File: src/rtl/nes_pad_pkg.sv
// Shared NES pad protocol definitions: FSM state encoding, button bit indices
// and the turbo masking helper used by the responder.
package nes_pad_pkg;

    typedef enum logic [1:0] {
        IDLE    = 2'd0,
        LATCHED = 2'd1,
        SHIFT   = 2'd2,
        DONE    = 2'd3
    } pad_state_e;

    localparam int unsigned NUM_BUTTONS = 8;

    localparam int unsigned BTN_A      = 0;
    localparam int unsigned BTN_B      = 1;
    localparam int unsigned BTN_SELECT = 2;
    localparam int unsigned BTN_START  = 3;
    localparam int unsigned BTN_UP     = 4;
    localparam int unsigned BTN_DOWN   = 5;
    localparam int unsigned BTN_LEFT   = 6;
    localparam int unsigned BTN_RIGHT  = 7;

    // A and B are gated off during the released half of the turbo cycle.
    function automatic logic [NUM_BUTTONS-1:0] turbo_mask(
        input logic [NUM_BUTTONS-1:0] buttons,
        input logic [1:0]             turbo,
        input logic                   phase
    );
        logic [NUM_BUTTONS-1:0] eff;
        eff        = buttons;
        eff[BTN_A] = buttons[BTN_A] & (~turbo[0] | phase);
        eff[BTN_B] = buttons[BTN_B] & (~turbo[1] | phase);
        return eff;
    endfunction

endpackage

File: src/rtl/nes_pad_sync.sv
// Multi-stage synchronizer for an asynchronous host pin, followed by
// rise/fall detection on the synchronized level.
module nes_pad_sync #(
    parameter int unsigned SYNC_STAGES = 2
) (
    input  logic i_clk,
    input  logic i_rst,
    input  logic i_pin,
    output logic o_level,
    output logic o_rise,
    output logic o_fall
);

    logic [SYNC_STAGES-1:0] sync_q;
    logic [SYNC_STAGES-1:0] sync_d;
    logic                   prev_q;
    logic                   prev_d;

    always_comb begin
        sync_d = {sync_q[SYNC_STAGES-2:0], i_pin};
        prev_d = sync_q[SYNC_STAGES-1];
    end

    always_ff @(posedge i_clk) begin
        if (i_rst) begin
            sync_q <= '0;
            prev_q <= 1'b0;
        end else begin
            sync_q <= sync_d;
            prev_q <= prev_d;
        end
    end

    assign o_level = sync_q[SYNC_STAGES-1];
    assign o_rise  = sync_q[SYNC_STAGES-1] & ~prev_q;
    assign o_fall  = ~sync_q[SYNC_STAGES-1] & prev_q;

endmodule

File: src/rtl/nes_pad_responder.sv
// NES controller (4021-style) emulation on the latch/clock/data pins.
// Optional turbo on A/B is compiled in with `define NES_PAD_TURBO_EN.
module nes_pad_responder
    import nes_pad_pkg::*;
#(
    parameter int unsigned SYNC_STAGES    = 2,
    parameter int unsigned TIMEOUT_CYCLES = 27000,
    parameter int unsigned TURBO_DIV      = 4
) (
    input  logic       i_clk,
    input  logic       i_rst,
    input  logic       i_data_latch,
    input  logic       i_data_clock,
    output logic       o_serial_data,
    input  logic [7:0] i_buttons,
    input  logic [1:0] i_turbo,
    output logic       o_frame_done,
    output logic       o_busy
);

    localparam int unsigned   TO_W    = $clog2(TIMEOUT_CYCLES + 1);
    localparam logic [TO_W-1:0] TO_LAST = TO_W'(TIMEOUT_CYCLES - 1);

    logic latch_level;
    logic latch_rise;
    logic latch_fall;
    logic clk_rise;
    logic unused_clk_level;
    logic unused_clk_fall;
    logic clk_adv;

    pad_state_e      state_q,      state_d;
    logic [3:0]      idx_q,        idx_d;
    logic [TO_W-1:0] to_cnt_q,     to_cnt_d;
    logic [7:0]      snap_q,       snap_d;
    logic            serial_q,     serial_d;
    logic            frame_done_q, frame_done_d;
    logic [7:0]      eff;

    nes_pad_sync #(.SYNC_STAGES(SYNC_STAGES)) u_latch_sync (
        .i_clk   (i_clk),
        .i_rst   (i_rst),
        .i_pin   (i_data_latch),
        .o_level (latch_level),
        .o_rise  (latch_rise),
        .o_fall  (latch_fall)
    );

    nes_pad_sync #(.SYNC_STAGES(SYNC_STAGES)) u_clock_sync (
        .i_clk   (i_clk),
        .i_rst   (i_rst),
        .i_pin   (i_data_clock),
        .o_level (unused_clk_level),
        .o_rise  (clk_rise),
        .o_fall  (unused_clk_fall)
    );

`ifdef NES_PAD_TURBO_EN
    localparam int unsigned FC_W = (TURBO_DIV > 1) ? $clog2(TURBO_DIV) : 1;

    logic [FC_W-1:0] frame_cnt_q, frame_cnt_d;
    logic            phase_q,     phase_d;

    // A frame is a latch fall that freezes a snapshot.
    always_comb begin
        frame_cnt_d = frame_cnt_q;
        phase_d     = phase_q;
        if ((state_q == LATCHED) && latch_fall) begin
            if (frame_cnt_q == FC_W'(TURBO_DIV - 1)) begin
                frame_cnt_d = '0;
                phase_d     = ~phase_q;
            end else begin
                frame_cnt_d = frame_cnt_q + FC_W'(1);
            end
        end
    end

    always_ff @(posedge i_clk) begin
        if (i_rst) begin
            frame_cnt_q <= '0;
            phase_q     <= 1'b0;
        end else begin
            frame_cnt_q <= frame_cnt_d;
            phase_q     <= phase_d;
        end
    end

    assign eff = turbo_mask(i_buttons, i_turbo, phase_q);
`else
    logic unused_turbo;
    assign unused_turbo = (^i_turbo) ^ (TURBO_DIV == 0);
    assign eff          = i_buttons;
`endif

    // Clock edges only count while the latch is synchronously low.
    assign clk_adv = clk_rise & ~latch_level;

    always_ff @(posedge i_clk) begin
        if (i_rst) begin
            state_q      <= IDLE;
            idx_q        <= '0;
            to_cnt_q     <= '0;
            snap_q       <= '0;
            serial_q     <= 1'b1;
            frame_done_q <= 1'b0;
        end else begin
            state_q      <= state_d;
            idx_q        <= idx_d;
            to_cnt_q     <= to_cnt_d;
            snap_q       <= snap_d;
            serial_q     <= serial_d;
            frame_done_q <= frame_done_d;
        end
    end

    always_comb begin
        state_d  = state_q;
        idx_d    = idx_q;
        to_cnt_d = to_cnt_q;
        snap_d   = snap_q;
        if (latch_rise) begin
            state_d = LATCHED;
        end else begin
            case (state_q)
                IDLE: begin
                    state_d = IDLE;
                end
                LATCHED: begin
                    snap_d = eff;
                    if (latch_fall) begin
                        state_d  = SHIFT;
                        idx_d    = '0;
                        to_cnt_d = '0;
                    end
                end
                SHIFT: begin
                    if (clk_adv) begin
                        idx_d    = idx_q + 4'd1;
                        to_cnt_d = '0;
                        if (idx_q == 4'd7) begin
                            state_d = DONE;
                        end
                    end else if (to_cnt_q == TO_LAST) begin
                        state_d  = IDLE;
                        to_cnt_d = '0;
                    end else begin
                        to_cnt_d = to_cnt_q + TO_W'(1);
                    end
                end
                DONE: begin
                    state_d = DONE;
                end
                default: begin
                    state_d = IDLE;
                end
            endcase
        end
    end

    // Output is registered from next-state values so it settles with the state.
    always_comb begin
        serial_d     = 1'b1;
        frame_done_d = (state_q == SHIFT) && (state_d == DONE);
        case (state_d)
            IDLE:    serial_d = 1'b1;
            LATCHED: serial_d = ~eff[BTN_A];
            SHIFT:   serial_d = ~snap_d[idx_d[2:0]];
            DONE:    serial_d = 1'b0;
            default: serial_d = 1'b1;
        endcase
    end

    assign o_serial_data = serial_q;
    assign o_frame_done  = frame_done_q;
    assign o_busy        = (state_q == LATCHED) || (state_q == SHIFT);

endmodule

File: config.mk
export PLATFORM = sky130hd
export DESIGN_NAME = nes_pad_responder
export DESIGN_NICKNAME = d
export VERILOG_FILES = /design/src/rtl/nes_pad_pkg.sv /design/src/rtl/nes_pad_sync.sv /design/src/rtl/nes_pad_responder.sv
export SDC_FILE = /design/constraint.sdc
export NUM_CORES = 1
export LEC_CHECK = 0
export ABC_CLOCK_PERIOD_IN_PS = 4150
export BUFFER_PORTS_ARGS = -buffer_cell sky130_fd_sc_hd__buf_2
export CORE_MARGIN = 2
export CORE_UTILIZATION = 38
export CTS_CLUSTER_DIAMETER = 120
export DETAILED_ROUTE_END_ITERATION = 10
export GPL_ROUTABILITY_DRIVEN = 0
export RECOVER_POWER = 25
export SLEW_MARGIN = 30
export SYNTH_ARGS = -nofsm -noshare
export SYNTH_HDL_FRONTEND = slang
export SYNTH_SLANG_ARGS = --single-unit
export TNS_END_PERCENT = 30
File: constraint.sdc
create_clock -name i_clk -period 4.15 [get_ports i_clk]
set_clock_uncertainty 0.2 [all_clocks]
set_input_delay 0.6225 -clock i_clk [delete_from_list [all_inputs] [get_ports i_clk]]
set_output_delay 0.6225 -clock i_clk [all_outputs]
set_load 0.02 [all_outputs]
==> Yosys cells after proc, flatten, opt, wreduce, memory -nomap -nowiden <==
Index checks and enable logic that the tools add are counted.
{ "word_totals": {"register_bits": 37, "latch_bits": 0, "ram_bits": 0, "mem_bits_ro": 0, "inputBits": 14, "out_inout_bits": 3, "word_cells": 60, "n_memories": 0} }
{ "classes": {"addsub": 2, "mul": 0, "n_div": 0, "n_lt_le_gt_ge": 1, "eq_ne": 10, "shifts": 0, "n_mux": 19, "bitwise_logic": 10, "reduce_logical": 7} }
{ "op_table": {"columns": ["op", "count"], "rows": [
  ["15-bit 2-to-1 mux", 3],
  ["15-bit case mux with 2 select lines", 1],
  ["8-bit 2-to-1 mux", 2],
  ["15-bit by 1-bit adder with 15-bit output (second input constant)", 1],
  ["15-bit equality test (second input constant)", 1],
  ["2-bit 2-to-1 mux", 5],
  ["2-bit equality test (second input constant)", 4],
  ["4-bit 2-to-1 mux", 2],
  ["2-bit case mux with 4 select lines", 1],
  ["4-bit case mux with 2 select lines", 1],
  ["1-bit NOT", 6],
  ["4-bit by 1-bit adder with 4-bit output (second input constant)", 1],
  ["1-bit AND", 4],
  ["2-bit by 1-bit equality test with 1-bit output (second input constant)", 2],
  ["4-bit by 3-bit equality test with 1-bit output (second input constant)", 1],
  ["2-bit zero test", 2],
  ["3-bit by 4-bit less-than comparator with 1-bit output (second input constant)", 1],
  ["2-bit inequality test (second input constant)", 2],
  ["1-bit case mux with 4 select lines", 1],
  ["4-bit AND reduction", 1],
  ["1-bit binary-select mux with 3-bit select", 1],
  ["3-bit 2-to-1 mux", 1],
  ["3-bit AND reduction", 1],
  ["2-bit nonzero test", 1],
  ["other kinds (3)", 3]
]} }

==> Depth between registers and ports, before layout <==
Gate-level depths: netlist (run 1).
{ "depth": {"depth_word": 10, "ltp_mapped": 11} }

==> Cells and area by module <==
From an unflattened synthesis (run 1), not the netlist that was laid out.
{ "hier_totals": {"hier_cells": 195, "hier_area_um2": 1794.2} }
{ "by_module_without_submodules": {"columns": ["module", "instances", "cells_each", "area_each_um2", "seq_area_each_um2"], "rows": [
  ["nes_pad_responder", 1, 179, 1611.5, 620.6],
  ["nes_pad_sync", 2, 8, 91.3, 60.1]
]} }

==> Least setup slack after synthesis (run 1) <==
No wires, ideal clock.
{ "synth_timing": {"path_type": "reg2reg", "startpoint": "register state_q[1]", "endpoint": "register serial_q (netlist: o_serial_data)", "arrival_ns": 2.087, "t_required_ns": 3.817, "setup_slack_ns": 1.730, "path_stages_with_launch": 11, "n_path_buf": 1, "cell_sequence": "dfxtp_1 inv_1 ha_1 nor2b_2 a21oi_2 a221o_1 buf_2 mux2i_1 mux2i_1 mux2i_1 a21oi_1"} }
{ "synth_between": {"elab_chain_cells": 7} }
{ "synth_rtl": {"columns": ["item", "line_no", "source"], "rows": [
  ["from (decl)", "nes_pad_responder.sv:32", "pad_state_e state_q, state_d;"],
  ["from (signal assigned)", "nes_pad_responder.sv:107", "state_q <= state_d;"],
  ["2-bit equality test or 2-bit by 1-bit equality test with 1-bit output (tied branches)", "nes_pad_responder.sv:124", "case (state_q)"],
  ["4-bit case mux with 2 select lines or 8-bit 2-to-1 mux (tied branches)", "nes_pad_responder.sv:124", null],
  ["3-bit 2-to-1 mux or 8-bit 2-to-1 mux (tied branches)", "nes_pad_responder.sv:121", "if (latch_rise) begin"],
  ["1-bit binary-select mux with 3-bit select", "nes_pad_responder.sv:167", "SHIFT: serial_d = ~snap_d[idx_d[2:0]];"],
  ["1-bit 2-to-1 mux (implied by the code)", "nes_pad_responder.sv:167", null],
  ["1-bit NOT", "nes_pad_responder.sv:167", null],
  ["1-bit case mux with 4 select lines (*)", "nes_pad_responder.sv:164", "case (state_d)"],
  ["to (signal assigned)", "nes_pad_responder.sv:111", "serial_q <= serial_d;"],
  ["to (decl)", "nes_pad_responder.sv:36", "logic serial_q, serial_d;"]
]} }
Every way passes the cells marked *; elsewhere a longest branch is shown, timed or not. The select of a mux whose other input is x is not followed.
A chain may end at the register's enable or synchronous reset.

==> Worst setup path in the final report (run 1) <==
Ends and elaborated chain as after synthesis.

==> impl_summary.txt, run 1 <==
----------------------------------------------------
[Synthesis]
  Count of flip-flops with a built-in enable after synthesis ... 0
  Synthesized-area fraction occupied by ao, oa, aoi and oai cells ... around 11%
  Top-count cell post-synth ... sky130_fd_sc_hd__dfxtp_1
  Cell type with the largest total area after synthesis ... sky130_fd_sc_hd__dfxtp_1
  Ys Warns ... 0
  Proportion of synthesized flip-flops having asynchronous set or reset ... 0%
  Share of cell area taken by muxes after synthesis ... 9.30%
  Average footprint of a synthesized cell ... 9.30 sq um
  Top cell types by occurrence after synthesis ... 37 x sky130_fd_sc_hd__dfxtp_1, 34 x sky130_fd_sc_hd__nor2_1, 15 x sky130_fd_sc_hd__mux2i_1
  Top cells by area, synth ... sky130_fd_sc_hd__dfxtp_1 42%, sky130_fd_sc_hd__mux2i_1 8.5%, sky130_fd_sc_hd__nor2_1 7.2%
  Number of nets produced by synthesis ... approximately 210
  Number of instances in the synthesized netlist ... 191
  Synthesis-stage register bit count ... 37
  Simple-Gate Fraction of Synth Area ... about a quarter
  Library cells used by synthesis ... between 40 and 50
  Post-synthesis adder-cell area fraction ... under 10%
  Register area share after synthesis ... roughly two fifths
  Parity-gate share of the synthesized area counting xor and xnor cells ... 6.41%
  Share of the synthesized area in the top cell type ... 41.7%
  Post-synthesis instance area ... approximately 1800 sq um
  Dominant combinational cell family by area after synthesis ... simple AND/OR/NAND/NOR gates
  Flip-flop cell with the highest count after synthesis ... sky130_fd_sc_hd__dfxtp_1

[Floorplan]
  Core Rows ... 24
  Total Die Area ... ~5200 sq um
  Die height ... 72.4 um
  Area of the placeable core ... about 4400 sq um
  Number of I/O pins ... 17
  Initial Util ... just over 40%
  Die boundary width ... 72.4 um

[Place]
  Dpl cell area ... roughly 1900 sq um
  Number of port buffers ... 14
  HPWL after detailed placement ... between 2 and 2.5 mm

[Worst setup path]
  CP cell instances ... inv_1 > ha_1 > nor2b_2 > a21oi_2 > a221o_1 > mux2i_1 > mux2i_1 > mux2i_1 > a21oi_1
  Type of the worst setup path ... flip-flop to flip-flop
  Cell mode on critical path ... sky130_fd_sc_hd__mux2i_1
  Kind of start point of the critical path ... flip-flop
  Crit path buffers/inverters ... 1
  Critical Path AT ... 2640 ps
  Cell with the largest stage delay on the worst path ... sky130_fd_sc_hd__dfxtp_1
  Register-to-register path setup slack ... 1480 ps
  Number of cell instances on the worst register-to-register path ... 9
  Type of element capturing the critical path ... flip-flop
  Terminus of the critical flop-to-flop path ... o_serial_data$_SDFF_PP1_
  Highest fanout seen on the critical path ... 6
  Maximum single-stage delay on the critical path ... approximately 420 ps
  R2R Path Start ... state_q[1]$_SDFF_PP0_
  Worst endpoint required time ... 4110 ps
  Dominant delay contributor by cell family on the critical path ... compound AO/OA/AOI/OAI gates

[Route]
  WL/cell ... 11.5 um
  Violation count after the first detailed-route iteration ... 85
  Number of DRC violations after detailed routing ... 0
  Post-route ant nets ... 0
  Average vias per placed instance ... slightly below 5
  Via count ... about 1300
  WL final ... between 2 and 3 mm
  Number of detailed-routing iterations run before antenna repair ... 4

[CTS]
  Depth of the CTS H-tree ... 2
  Clock tree from TritonCTS ... built
  Worst-Skew Late Latency ... about 280 ps
  Buffers from clock root to sink, at most ... 2
  Buffer type at the clock tree root ... sky130_fd_sc_hd__clkbuf_8
  TritonCTS Buffers ... 5
  Clock slew at reported path FFs ... ~80 ps
  CTS resizes ... 0
  Clock net sink count ... 37
  Post-CTS Setup Bufs ... 0
  Number of hold buffers added after CTS ... 0

[STA]
  Setup repair after global routing missed its margin ... false
  Hold Vio Cnt, Final ... 0
  Period minus WS final ... approximately 2700 ps
  Post-route fraction of the period consumed by the critical path ... between 60 and 70%
  Fmax achieved ... 374 MHz
  Setup TNS Final ... 0 ps
  Final setup fails ... 0
  Transition at the pin with the smallest max-transition slack ... approximately 1000 ps
  Max-slew headroom at the worst pin ... between 30 and 40%
  Slew Viols, Final ... 0

[Finish]
  Fraction of layout instances using a drive strength above 1 ... 15.4%
  Post-route core utilization ... between 40% and 50%
  Layout area overhead ... 12.7%
  Final cell area excluding filler cells ... about 2000 sq um
  Number of nets in the finished design ... 227
  Count of antenna diodes in the layout ... 0

[Global route]
  Vias in the first global route ... 1304
  Number of antenna violations at the first check in global routing ... 0
  Total global routing track utilization ... between 10 and 15%
  Remaining global-route overflow ... 0
  Pin count of the biggest net entering global routing ... 23
  Wire length of the first global-routing pass ... 5.64 mm

[Pwr]
  Switching power total ... between 150 and 200 uW
  Internal ... between 500 and 600 uW
  Worst-case vdd ir drop ... approximately 0.24 mV
  Total leakage power ... just over 0.8 nW
  Switching share of power ... between 20% and 30%
  Clock network power share ... ~44%
  Register share of total power ... about half
  Part of the power in combinational logic ... under 10%
  Power per standard cell area ... 352 nW/um^2

[Hold path]
  Number of instances on the worst hold path ... 1
  Sink of the worst hold path ... u_clock_sync.sync_q[1]$_SDFF_PP0_
  Classification of the worst-slack hold path ... flip-flop to flip-flop
  Worst hold path startpoint ... u_clock_sync.sync_q[0]$_SDFF_PP0_

[Status]
  Status ... completed

[Flow run]
  Maximum Capacitance Violations ... 0

----------------------------------------------------
cells in the final DEF (no fill, tap or decap), drive strengths merged, types with 3 or more instances in the layout:
master	instances
nand2	14
inv	8
o21ai	3
xnor2	4
buf	12
nand3	5
a21oi	7
nor2b	9
clkbuf	8
mux2i	15
ha	6
xor2	9
dfxtp	37
nor2	35
nand4	6
logic make-up (layout without fill, tap and decap cells):
family	count (synthesis)	in the layout
xor+xnor	13	13
buf+inv	14	31
compound gates	23	23
fa+ha+maj	6	6
flops	37	37
mux	16	16
simple gates	82	82
flip-flops by register name (all words and copies together), names as in the netlist:
| name | flops |
|---|---|
| to_cnt_q | 15 |
| u_latch_sync.prev_q | 1 |
| o_serial_data | 1 |
| snap_q | 8 |
| u_latch_sync.sync_q | 2 |
| u_clock_sync.sync_q | 2 |
| idx_q | 4 |
| u_clock_sync.prev_q | 1 |
| o_frame_done | 1 |
| state_q | 2 |
how the worst max path moves through the flow:
stage                               endpoint             startpoint  depth (start not counted)
finish              o_serial_data$_SDFF_PP1_  state_q[1]$_SDFF_PP0_                          9
global route        o_serial_data$_SDFF_PP1_  state_q[1]$_SDFF_PP0_                          9
CTS                 o_serial_data$_SDFF_PP1_  state_q[1]$_SDFF_PP0_                          9
detailed placement  o_serial_data$_SDFF_PP1_  state_q[1]$_SDFF_PP0_                          9
global placement    o_serial_data$_SDFF_PP1_  state_q[1]$_SDFF_PP0_                          9
floorplan           o_serial_data$_SDFF_PP1_  state_q[1]$_SDFF_PP0_                         10
power groups by stage:
stage,clock [mW],sequential [mW],combinational (mW)
after floorplan,0,0.370,0.0210
after global placement,0,0.371,0.0317
after detailed placement,0,0.371,0.0319
after CTS,0.324,0.362,0.0320
after global routing,0.335,0.363,0.0357
final,0.310,0.362,0.0313
per-stage QoR:
step | cells | power [mW] | setup slack, ps | hold slack (ps)
after floorplan | 191 | 0.391 | 1730 | 214
final | 260 | 0.704 | 1480 | 247
after detailed placement | 252 | 0.403 | 1470 | 232
after global routing | 260 | 0.734 | 1220 | 264
after global placement | 252 | 0.402 | 1490 | 217
after CTS | 260 | 0.718 | 1450 | 250
layout make-up:
cell class	count	area, sq um
Sequential cell	37	741
Tap cell	52	65.1
Multi-Input combinational cell	140	976
Clock buffer	5	68.8
Clock inverter	3	46.3
Timing Repair Buffer	15	73.8
Inverter	8	30.0
Fill cell	432	2410
per-layer routing:
layer / wire length, um / share of wire, % / global-route usage, % / vias up
met5: 0 / 0 / 0 / -
met4: 48 / 1.6 / 6.29 / 0
met3: 81 / 2.7 / 4.17 / 5
met2: 1320 / 44 / 21.4 / 15
met1: 1530 / 51 / 17.6 / 590
li1: - / - / - / 681
Power figures use the tool's default switching activity.
==> run 2: changes to the inputs <==
--- a/config.mk
+++ b/config.mk
@@ -5,7 +5,7 @@
 export SDC_FILE = /design/constraint.sdc
 export NUM_CORES = 1
 export LEC_CHECK = 0
-export ABC_CLOCK_PERIOD_IN_PS = 4150
+export ABC_CLOCK_PERIOD_IN_PS = 2500
 export BUFFER_PORTS_ARGS = -buffer_cell sky130_fd_sc_hd__buf_2
 export CORE_MARGIN = 2
 export CORE_UTILIZATION = 38
==> constraint.sdc (replaced) <==
create_clock -name i_clk -period 2.5 [get_ports i_clk]
set_clock_uncertainty 0.2 [all_clocks]
set_input_delay 0.375 -clock i_clk [delete_from_list [all_inputs] [get_ports i_clk]]
set_output_delay 0.375 -clock i_clk [all_outputs]
set_load 0.02 [all_outputs]
==> impl_summary.txt, run 2 (synthesized netlist as in run 1, its figures left out) <==
----------------------------------------------------
[Status]
  Status ... completed

[Pwr]
  Worst-case vdd ir drop ... between 0.3 and 0.4 mV
  Total leakage power ... ~0.86 nW
  Total Power ... roughly 1.2 mW
  Power per standard cell area ... between 500 and 600 nW/um^2

[Worst setup path]
  Cell mode on critical path ... sky130_fd_sc_hd__mux2i_1
  Number of cell instances on the worst register-to-register path ... 9
  Crit path buffers/inverters ... 1
  Dominant delay contributor by cell family on the critical path ... compound AO/OA/AOI/OAI gates
  Cell with the largest stage delay on the worst path ... sky130_fd_sc_hd__a221o_2
  Maximum single-stage delay on the critical path ... between 400 and 500 ps
  Type of element capturing the critical path ... flip-flop
  Critical Path AT ... about 2200 ps
  Type of the worst setup path ... flip-flop to flip-flop
  Highest fanout seen on the critical path ... 5
  Kind of start point of the critical path ... flip-flop
  Worst endpoint required time ... between 2000 and 2500 ps
  Register-to-register path setup slack ... between 200 and 250 ps
  Terminus of the critical flop-to-flop path ... o_serial_data$_SDFF_PP1_
  Launch point of the worst path ... state_q[0]$_SDFF_PP0_
  CP cell instances ... inv_1 > ha_1 > nor2b_2 > a21oi_2 > a221o_2 > mux2i_1 > mux2i_1 > mux2i_1 > a21oi_1
  R2R Path Start ... state_q[0]$_SDFF_PP0_

[Floorplan]
  Die height ... slightly above 70 um
  Initial Util ... 40.2%
  Die boundary width ... between 70 and 80 um
  Core Rows ... 24
  Total Die Area ... about 5200 sq um
  Area of the placeable core ... 4410 sq um
  Number of I/O pins ... 17

[Finish]
  Fraction of layout instances using a drive strength above 1 ... 19.1%
  Most common library cell in the layout ignoring fill and taps ... sky130_fd_sc_hd__dfxtp_1
  Top flop regs ... to_cnt_q (15), snap_q (8), idx_q (4)
  Largest reg by FF count ... to_cnt_q
  Flip-flop count of the largest register, all copies and words added ... 15
  Count of antenna diodes in the layout ... 0
  Highest-count cells in the layout ignoring fill and taps ... 36 x sky130_fd_sc_hd__dfxtp_1, 34 x sky130_fd_sc_hd__nor2_1, 15 x sky130_fd_sc_hd__mux2i_1, 14 x sky130_fd_sc_hd__nand2_1, 11 x sky130_fd_sc_hd__buf_2
  Number of nets in the finished design ... between 200 and 250
  Layout area overhead ... 15.8%

[CTS]
  Clock tree from TritonCTS ... built
  Clock net sink count ... 37
  Buffers from clock root to sink, at most ... 2
  Buffer type at the clock tree root ... sky130_fd_sc_hd__clkbuf_8
  Clock slew at reported path FFs ... 70 ps
  CTS resizes ... 0
  TritonCTS Buffers ... 5
  Number of hold buffers added after CTS ... 0
  Worst-Skew Late Latency ... around 290 ps
  Depth of the CTS H-tree ... 2
  Post-CTS Setup Bufs ... 0

[Route]
  Number of detailed-routing iterations run before antenna repair ... 4
  Via count ... 1300
  WL final ... 2.99 mm
  WL/cell ... ~11 um
  Post-route ant nets ... 0
  Average vias per placed instance ... 4.87
  Violation count after the first detailed-route iteration ... between 40 and 50
  Number of DRC violations after detailed routing ... 0

[Global route]
  Remaining global-route overflow ... 0
  Pin count of the biggest net entering global routing ... 23
  Total global routing track utilization ... 13.6%
  Wire length of the first global-routing pass ... 5.55 mm
  Number of antenna violations at the first check in global routing ... 0
  Vias in the first global route ... ~1200

[STA]
  Setup repair after global routing missed its margin ... false
  Slew Viols, Final ... 0
  Hold Vio Cnt, Final ... 0
  Setup TNS Final ... 0 ps
  Post-route fraction of the period consumed by the critical path ... 90.7%
  Transition at the pin with the smallest max-transition slack ... 984 ps
  Period minus WS final ... 2270 ps
  Max-slew headroom at the worst pin ... between 30% and 40%
  Final setup fails ... 0
  Fmax achieved ... between 400 and 500 MHz

[Place]
  HPWL after detailed placement ... roughly 2.2 mm
  Number of port buffers ... 14

[Hold path]
  Classification of the worst-slack hold path ... primary input to flip-flop
  Sink of the worst hold path ... u_clock_sync.sync_q[0]$_SDFF_PP0_
  Worst hold path startpoint ... i_data_clock
  Number of instances on the worst hold path ... 2

[Flow run]
  Maximum Capacitance Violations ... 0

----------------------------------------------------
-- run 2: layout make-up --
cell class,instances,area (sq um)
Clock buffer,5,68.8
Clock inverter,3,46.3
Fill cell,432,2360
Inverter,8,30.0
Multi-Input combinational cell,140,977
Sequential cell,37,742
Tap cell,52,65.1
Timing Repair Buffer,22,126
-- run 2: routing by layer --
layer	GRT usage (%)	up-vias	share of wire [%]
met4	6.92	0	2.2
met5	0	-	0
met2	19.8	23	42
li1	-	695	-
met1	18.1	577	51
met3	4.31	5	4.4
-- run 2: stage by stage --
step                utilization (%)  instance area, sq um  std cells  setup WS, ps  hold WS [ps]
floorplan                         -                  1780        191          80.2           214
global placement               44.0                  1940        259           133           216
detailed placement             44.0                  1940        259           107           225
CTS                            46.6                  2060        267          95.2          73.9
global route                   46.6                  2060        267          30.2          83.9
finish                         46.6                  2060        267           233          93.6
-- run 2: how the worst max path moves through the flow --
stage | end | cells past startpoint
floorplan | o_serial_data$_SDFF_PP1_ | 10
global placement | o_serial_data$_SDFF_PP1_ | 9
detailed placement | o_serial_data$_SDFF_PP1_ | 9
CTS | o_serial_data$_SDFF_PP1_ | 9
global route | o_serial_data$_SDFF_PP1_ | 9
finish | o_serial_data$_SDFF_PP1_ | 9
-- run 2: where the power goes --
part | switching (mW) | internal [mW]
logic | 0.0293 | 0.0234
registers | 0.00482 | 0.597
clock network | 0.218 | 0.298
total | 0.252 | 0.918
